`src/rtl/counter_updown_mod.sv`:
```
// ============================================================================
// Module      : counter_updown_mod
// Description : General-purpose up/down event/timebase counter with enable,
//               prescaler, synchronous parallel load, programmable modulo
//               limit, wrap or saturate behaviour and wrap/overflow status.
// Revision    : 1.0 - initial release
// ============================================================================
`default_nettype none

module counter_updown_mod #(
  parameter int SIZE     = 4,
  parameter int MAX_VAL  = (2**SIZE) - 1,
  parameter int PRESCALE = 1
) (
  input  logic            clk,
  input  logic            rst,
  input  logic            en,
  input  logic            up,
  input  logic            sat_mode,
  input  logic            load,
  input  logic [SIZE-1:0] load_val,
  input  logic            clr_ovf,
  output logic [SIZE-1:0] count,
  output logic            wrap,
  output logic            ovf,
  output logic            at_max,
  output logic            at_min
);

  // Prescaler counter is at least one bit wide so PRESCALE=1 still elaborates.
  localparam int              C_PS_W    = (PRESCALE > 1) ? $clog2(PRESCALE) : 1;
  localparam logic [SIZE-1:0] C_MAX     = SIZE'(MAX_VAL);
  localparam logic [C_PS_W-1:0] C_PS_LAST = C_PS_W'(PRESCALE - 1);

  logic [SIZE-1:0]   count_q, count_d;
  logic [C_PS_W-1:0] ps_q, ps_d;
  logic              wrap_q, wrap_d;
  logic              ovf_q, ovf_d;
  logic              w_step;
  logic              w_hit;

  assign at_max = (count_q == C_MAX);
  assign at_min = (count_q == '0);
  assign w_step = en && (ps_q == C_PS_LAST);

  // Next-state: load beats step beats hold; limits are compared before the
  // add/subtract so the arithmetic never leaves the SIZE-bit range.
  always_comb begin
    count_d = count_q;
    ps_d    = ps_q;
    wrap_d  = 1'b0;
    w_hit   = 1'b0;
    if (load) begin
      count_d = (load_val > C_MAX) ? C_MAX : load_val;
      ps_d    = '0;
    end else if (en) begin
      ps_d = w_step ? '0 : ps_q + C_PS_W'(1);
      if (w_step) begin
        if (up) begin
          if (at_max) begin
            w_hit = 1'b1;
            if (!sat_mode) begin
              count_d = '0;
              wrap_d  = 1'b1;
            end
          end else begin
            count_d = count_q + SIZE'(1);
          end
        end else begin
          if (at_min) begin
            w_hit = 1'b1;
            if (!sat_mode) begin
              count_d = C_MAX;
              wrap_d  = 1'b1;
            end
          end else begin
            count_d = count_q - SIZE'(1);
          end
        end
      end
    end
    // A limit hit in the same cycle as a clear keeps the flag set.
    ovf_d = w_hit ? 1'b1 : (clr_ovf ? 1'b0 : ovf_q);
  end

  // State registers with synchronous reset overriding every other input.
  always_ff @(posedge clk) begin
    if (rst) begin
      count_q <= '0;
      ps_q    <= '0;
      wrap_q  <= 1'b0;
      ovf_q   <= 1'b0;
    end else begin
      count_q <= count_d;
      ps_q    <= ps_d;
      wrap_q  <= wrap_d;
      ovf_q   <= ovf_d;
    end
  end

  assign count = count_q;
  assign wrap  = wrap_q;
  assign ovf   = ovf_q;

endmodule

`default_nettype wire

```
`config.mk`:
```
export PLATFORM = sky130hd
export DESIGN_NAME = counter_updown_mod
export DESIGN_NICKNAME = d
export VERILOG_FILES = /design/src/rtl/counter_updown_mod.sv
export SDC_FILE = /design/constraint.sdc
export NUM_CORES = 1
export LEC_CHECK = 0
export ABC_CLOCK_PERIOD_IN_PS = 1800
export CAP_MARGIN = 20
export CORE_MARGIN = 3
export CORE_UTILIZATION = 30
export CTS_CLUSTER_DIAMETER = 120
export DETAILED_ROUTE_END_ITERATION = 16
export GPL_TIMING_DRIVEN = 0
export PLACE_DENSITY = 0.71
export SLEW_MARGIN = 20
export SYNTH_ARGS = -nofsm -noshare
export SYNTH_HDL_FRONTEND = slang
export SYNTH_SLANG_ARGS = --single-unit
```
`constraint.sdc`:
```
create_clock -name clk -period 1.8 [get_ports clk]
set_clock_uncertainty 0.15 [all_clocks]
set_input_delay 0.27 -clock clk [delete_from_list [all_inputs] [get_ports clk]]
set_output_delay 0.27 -clock clk [all_outputs]
set_load 0.02 [all_outputs]
```
==> run metrics, run 1 <==
status finished, violations left; failing checks setup timing; GRT Total Usage 0.1087; P&R area growth vs syn 51.91%; setup TNS -0.1931 ns; crit start category flip-flop; initial drt markers 12; area leader, netlist dfxtp_1; sequential area share after synthesis 0.2517; Placement Setup Slack -0.07219 ns; vias in the first global route 465; Power per Cell Area 621.6 nW/µm²; Die Y 49.08 µm; CORE AREA 1629 µm²; CTS tree yes; Crit Path Max Fanout 4; Post-synth EDFFs 0; total gr overflow 0; cts hold-fix bufs 0; 1st-pass router iterations 4; # H-tree levels 1; via density per instance 5.255; CTS Buffer Depth 2; Nets 100; Synth top area share 0.2517; Synth Warn # 0; DP Area 774.5 µm²; WHS 0.2187 ns; Max Slew Vio Count 0; final setup vio count 3; starting density of the core 0.3418; Num CTS Buffers 3; Routability Congestion 0.7667; die outline width 49.08 µm; Slew @ Worst Pin 0.4669 ns; Distinct cells, synth 35; Leak 0.3262 nW; unrepaired setup endpoints after global routing true; Port-buffer cells 16; Worst Path Arrival 1.95 ns; final setup margin -0.1074 ns; worst ir drop on vdd 0.3214 mV; Synth Flop Type dfxtp_1; ranking of synthesized cells by area dfxtp_1 25%, ha_1 4.5%, nor4b_4 4.3%; vias after detailed routing 578; Mapped Cells 62; wire length per cell 12.23 µm; period utilisation layout 1.060; # clock sinks 7; dpl hpwl 992.1 µm; final WL 1.345 mm; final hold violation count 0; hold crit path type input port to flip-flop; DRC Markers 0; Post-synth top cells 7 x dfxtp_1, 6 x inv_1, 4 x o21ai_0; Rows 14; Cell Area, Synth 556.8 µm²; Inserted Diodes 0; syn nets 75; f_max 0.5243 GHz; Clk Tree Root Cell clkbuf_4; Syn Area/Cell 8.980 µm²; most frequent cell after synthesis dfxtp_1; initial antenna violation count 0; clk_lat worst skew 0.26 ns; r2r setup slk -0.11 ns; CP Capture Type flip-flop; clock-pin slew on the worst setup and hold paths 0.06 ns; largest net degree at the start of global routing 11; Die Area 2409 µm²; global-route wire length before repair 2.014 mm; relative slew slack 0.6887; Max Cap Violations 0; CP required 1.84 ns; Routed Antenna Nets 0; post-layout min period 1.907 ns; crit path kind flip-flop to flip-flop; register bit total from synthesis 7; design area 845.8 µm²; fin util 0.5192; share of layout cells above drive strength 1 0.2907; share of flip-flops with an asynchronous set or reset 0; IO Pins 19
worst max-delay path, stage by stage (launching register included):
cell,delay [ns]
dfxtp_4,0.36
buf_8,0.10
inv_4,0.03
ha_4,0.15
nor4b_4,0.14
o21a_4,0.22
buf_6,0.12
or4_4,0.41
o211ai_2,0.16
cell usage in the layout (no fill, tap or decap), types with 2 or more instances in the layout:
cell and n:
a21oi_1 3, clkbuf_4 3, o31a_1 2, buf_6 3, a2111oi_1 2, clkbuf_1 3, nor4_1 2, a211oi_1 2
clkdlybuf4s50_1 14, inv_1 5, nand2b_1 2, a31oi_1 2, o21ai_0 3, nor2_1 2, buf_4 4, dfxtp_1 5
dfxtp_4 2
what timing repair did:
item | CTS | global route
setup buffers | 1 | 3
cloned | 0 | 0
resized for setup | 6 | 7
pin swaps | 0 | 5
setup endpoints to repair | 5 | 6
routing by layer:
metal	global-route usage	up-vias	routed length, µm
met4	0.05687	0	28
met2	0.1652	17	632
met3	0.03670	5	69
li1	-	284	-
met5	0	-	0
met1	0.1339	272	614
logic make-up (layout without fill, tap and decap cells):
family,after synthesis,in the layout,synth area share
AO/OA/AOI/OAI,23,23,0.3281
adder cells (fa/ha/maj),2,2,0.04494
AND/OR/NAND/NOR,16,16,0.2270
buffers and inverters,12,36,0.1146
multiplexers,1,1,0.01798
XOR/XNOR,1,1,0.01573
flip-flops,7,7,0.2517
metrics by stage:
stage	instances	total power [mW]
floorplan	62	0.2984
global placement	102	0.3576
detailed placement	102	0.3620
CTS	107	0.5129
global route	110	0.5530
finish	110	0.5258
cell type report:
cell class | count | area, µm²
sequential | 7 | 147.6
timing repair buffer | 20 | 188.9
fill | 167 | 783.3
multi-input combinational | 43 | 375.4
buffer | 6 | 52.55
inverter | 6 | 25.02
clock buffer | 4 | 26.28
tap | 24 | 30.03
registers in the layout, indices dropped and copies added (netlist names):
register	cells
count	4
ovf	1
ps_q	1
wrap	1
final timing paths:
| check | start | end | cells past startpoint |
|---|---|---|---|
| setup reg to reg | count[0] | count[3] | 8 |
| setup / recovery | count[0] | count[3] | 8 |
| hold / removal | rst | ovf | 2 |
| hold reg to reg | ps_q | ps_q | 1 |
where the power goes:
group / leakage (nW) / internal, mW / switching, mW
logic: 0.253 / 0.106 / 0.0940
clock network: 0.0150 / 0.0852 / 0.0664
registers: 0.0586 / 0.164 / 0.00963
No activity file was read; power rests on OpenSTA's default activity.
==> run 2, diff against run 1 <==
--- a/config.mk
+++ b/config.mk
@@ -6,7 +6,6 @@
 export NUM_CORES = 1
 export LEC_CHECK = 0
 export ABC_CLOCK_PERIOD_IN_PS = 1800
-export CAP_MARGIN = 20
 export CORE_MARGIN = 3
 export CORE_UTILIZATION = 30
 export CTS_CLUSTER_DIAMETER = 120
==> results of run 2 <==
Same layout as run 1: the final DEF is identical, and so are final timing and power.
==> run 3, diff against run 2 <==
--- a/config.mk
+++ b/config.mk
@@ -5,13 +5,14 @@
 export SDC_FILE = /design/constraint.sdc
 export NUM_CORES = 1
 export LEC_CHECK = 0
-export ABC_CLOCK_PERIOD_IN_PS = 1800
-export CORE_MARGIN = 3
-export CORE_UTILIZATION = 30
+export ABC_CLOCK_PERIOD_IN_PS = 2100
+export CORE_AREA = 3 3 40 42
 export CTS_CLUSTER_DIAMETER = 120
+export CTS_CLUSTER_SIZE = 25
 export DETAILED_ROUTE_END_ITERATION = 16
+export DIE_AREA = 0 0 43 45
 export GPL_TIMING_DRIVEN = 0
-export PLACE_DENSITY = 0.71
+export PLACE_DENSITY = 0.87
 export SLEW_MARGIN = 20
 export SYNTH_ARGS = -nofsm -noshare
 export SYNTH_HDL_FRONTEND = slang
==> constraint.sdc (replaced) <==
create_clock -name clk -period 2.1 [get_ports clk]
set_clock_uncertainty 0.15 [all_clocks]
set_input_delay 0.315 -clock clk [delete_from_list [all_inputs] [get_ports clk]]
set_output_delay 0.315 -clock clk [all_outputs]
set_load 0.02 [all_outputs]
==> run metrics, run 3 (same netlist as run 1, synthesis figures left out) <==
hold crit path type input port to flip-flop; dpl hpwl 930.5 µm; Psw 0.1336 mW; crit path kind flip-flop to flip-flop; P&R area growth vs syn 37.30%; # H-tree levels 1; Worst Path Arrival 1.98 ns; Post-Layout Cell Count 97; Routability Congestion 0.8123; worst ir drop on vdd 0.3350 mV; Num CTS Buffers 3; CORE AREA 1285 µm²; Placed Cells 93; Max stage delay cell, worst path dfxtp_1; Clk Tree Root Cell clkbuf_4; CP required 2.09 ns; most frequent cells in the layout 14 x clkdlybuf4s50_1, 6 x inv_1, 6 x dfxtp_1; met1 Usage GRT 0.1884; unrepaired setup endpoints after global routing false; Int Pwr 0.2900 mW; relative slew slack 0.6840; Slew @ Worst Pin 0.4741 ns; wire length per cell 12.87 µm; total gr overflow 0; Die Area 1935 µm²; global-route wire length before repair 1.987 mm; most used cell, CP o31a_1; CP Capture Type flip-flop; IO Pins 19; met3 Use GR 0.02390; initial drt markers 10; CTS Buffer Depth 2; met2 usage 0.2006; Max Cap Violations 0; slowest cell delay on critical path 0.35 ns; Max Slew Vio Count 0; Power per Cell Area 554.1 nW/µm²; period utilisation layout 0.9453; Port-buffer cells 16; Nets 96; # clock sinks 7; Routed Antenna Nets 0; die outline width 43 µm; Leak 0.3082 nW; fin util 0.5949; 1st-pass router iterations 4; f_max 0.5038 GHz; commonest non-fill, non-tap cell in the layout clkdlybuf4s50_1; largest net degree at the start of global routing 11; clk_lat worst skew 0.26 ns; GRT Total Usage 0.1383; crit start category flip-flop; CTS tree yes; vias after detailed routing 576; logic gate share of total power 0.351; Clock power frac 0.298; final hold violation count 0; Worst Path Buf+Inv 2; vias in the first global route 451; critical-path cell list buf_4, inv_1, ha_1, nor4b_4, o21a_4, o31a_1, o31a_1; Die Y 45 µm; via density per instance 5.938; number of setup buffers added after CTS 0; max reg flops 4; DRC Markers 0; status complete, no violations; sequential power share 0.350; Rows 13; Overall Power 0.4236 mW; Net Sw Frac 0.3155; setup TNS 0 ns; clock-pin slew on the worst setup and hold paths 0.05 ns; post-layout min period 1.985 ns; Crit Path Max Fanout 8; initial antenna violation count 0; final setup vio count 0; starting density of the core 0.4333; Inserted Diodes 0; CP delay by family, top compound AO/OA/AOI/OAI gates; final WL 1.248 mm; share of layout cells above drive strength 1 0.1829; gr busiest metal met2
==> run 3: power groups by stage <==
stage               clock, mW  combinational (mW)  sequential [mW]
finish                  0.126               0.149            0.148
global route            0.135               0.159            0.150
CTS                     0.130               0.147            0.148
detailed placement          0               0.148            0.151
global placement            0               0.145            0.150
floorplan                   0              0.0889            0.159
==> run 3: path summary, 6_finish.rpt <==
path             from  endpoint  slack (ns)  cells past startpoint
max reg2reg  count[0]  count[2]        0.11                      7
min               rst       ovf        0.28                      2
max          count[0]  count[2]        0.11                      7
min reg2reg      ps_q      ps_q        0.34                      1
==> run 3: final cells by class <==
cell class                 count  area (µm²)
buffer                         6       45.04
clock buffer                   4       26.28
fill                         111       520.5
inverter                       6       22.52
multi-input combinational     43       352.8
sequential                     7       141.4
tap                           15       18.77
timing repair buffer          16       157.7
==> run 3: per-stage QoR <==
| stage | hold slack (ns) | cell area, µm² | worst slack [ns] |
|---|---|---|---|
| after floorplan | 0.2417 | 558.0 | 0.03561 |
| after global placement | 0.3221 | 737.0 | 0.1157 |
| after detailed placement | 0.3355 | 737.0 | 0.07859 |
| after CTS | 0.2749 | 762.0 | 0.06768 |
| after global routing | 0.3234 | 764.5 | 0.02429 |
| final | 0.2832 | 764.5 | 0.1149 |
==> run 3: layer usage <==
metal	vias up	wire length (µm)
met1	269	581
met3	5	75
li1	279	-
met4	0	39
met5	-	0
met2	23	553
==> run 3: timing repair <==
action,CTS,global route
resized for setup,3,3
hold buffers,0,0
setup endpoints to repair,2,2
pin swaps,0,0
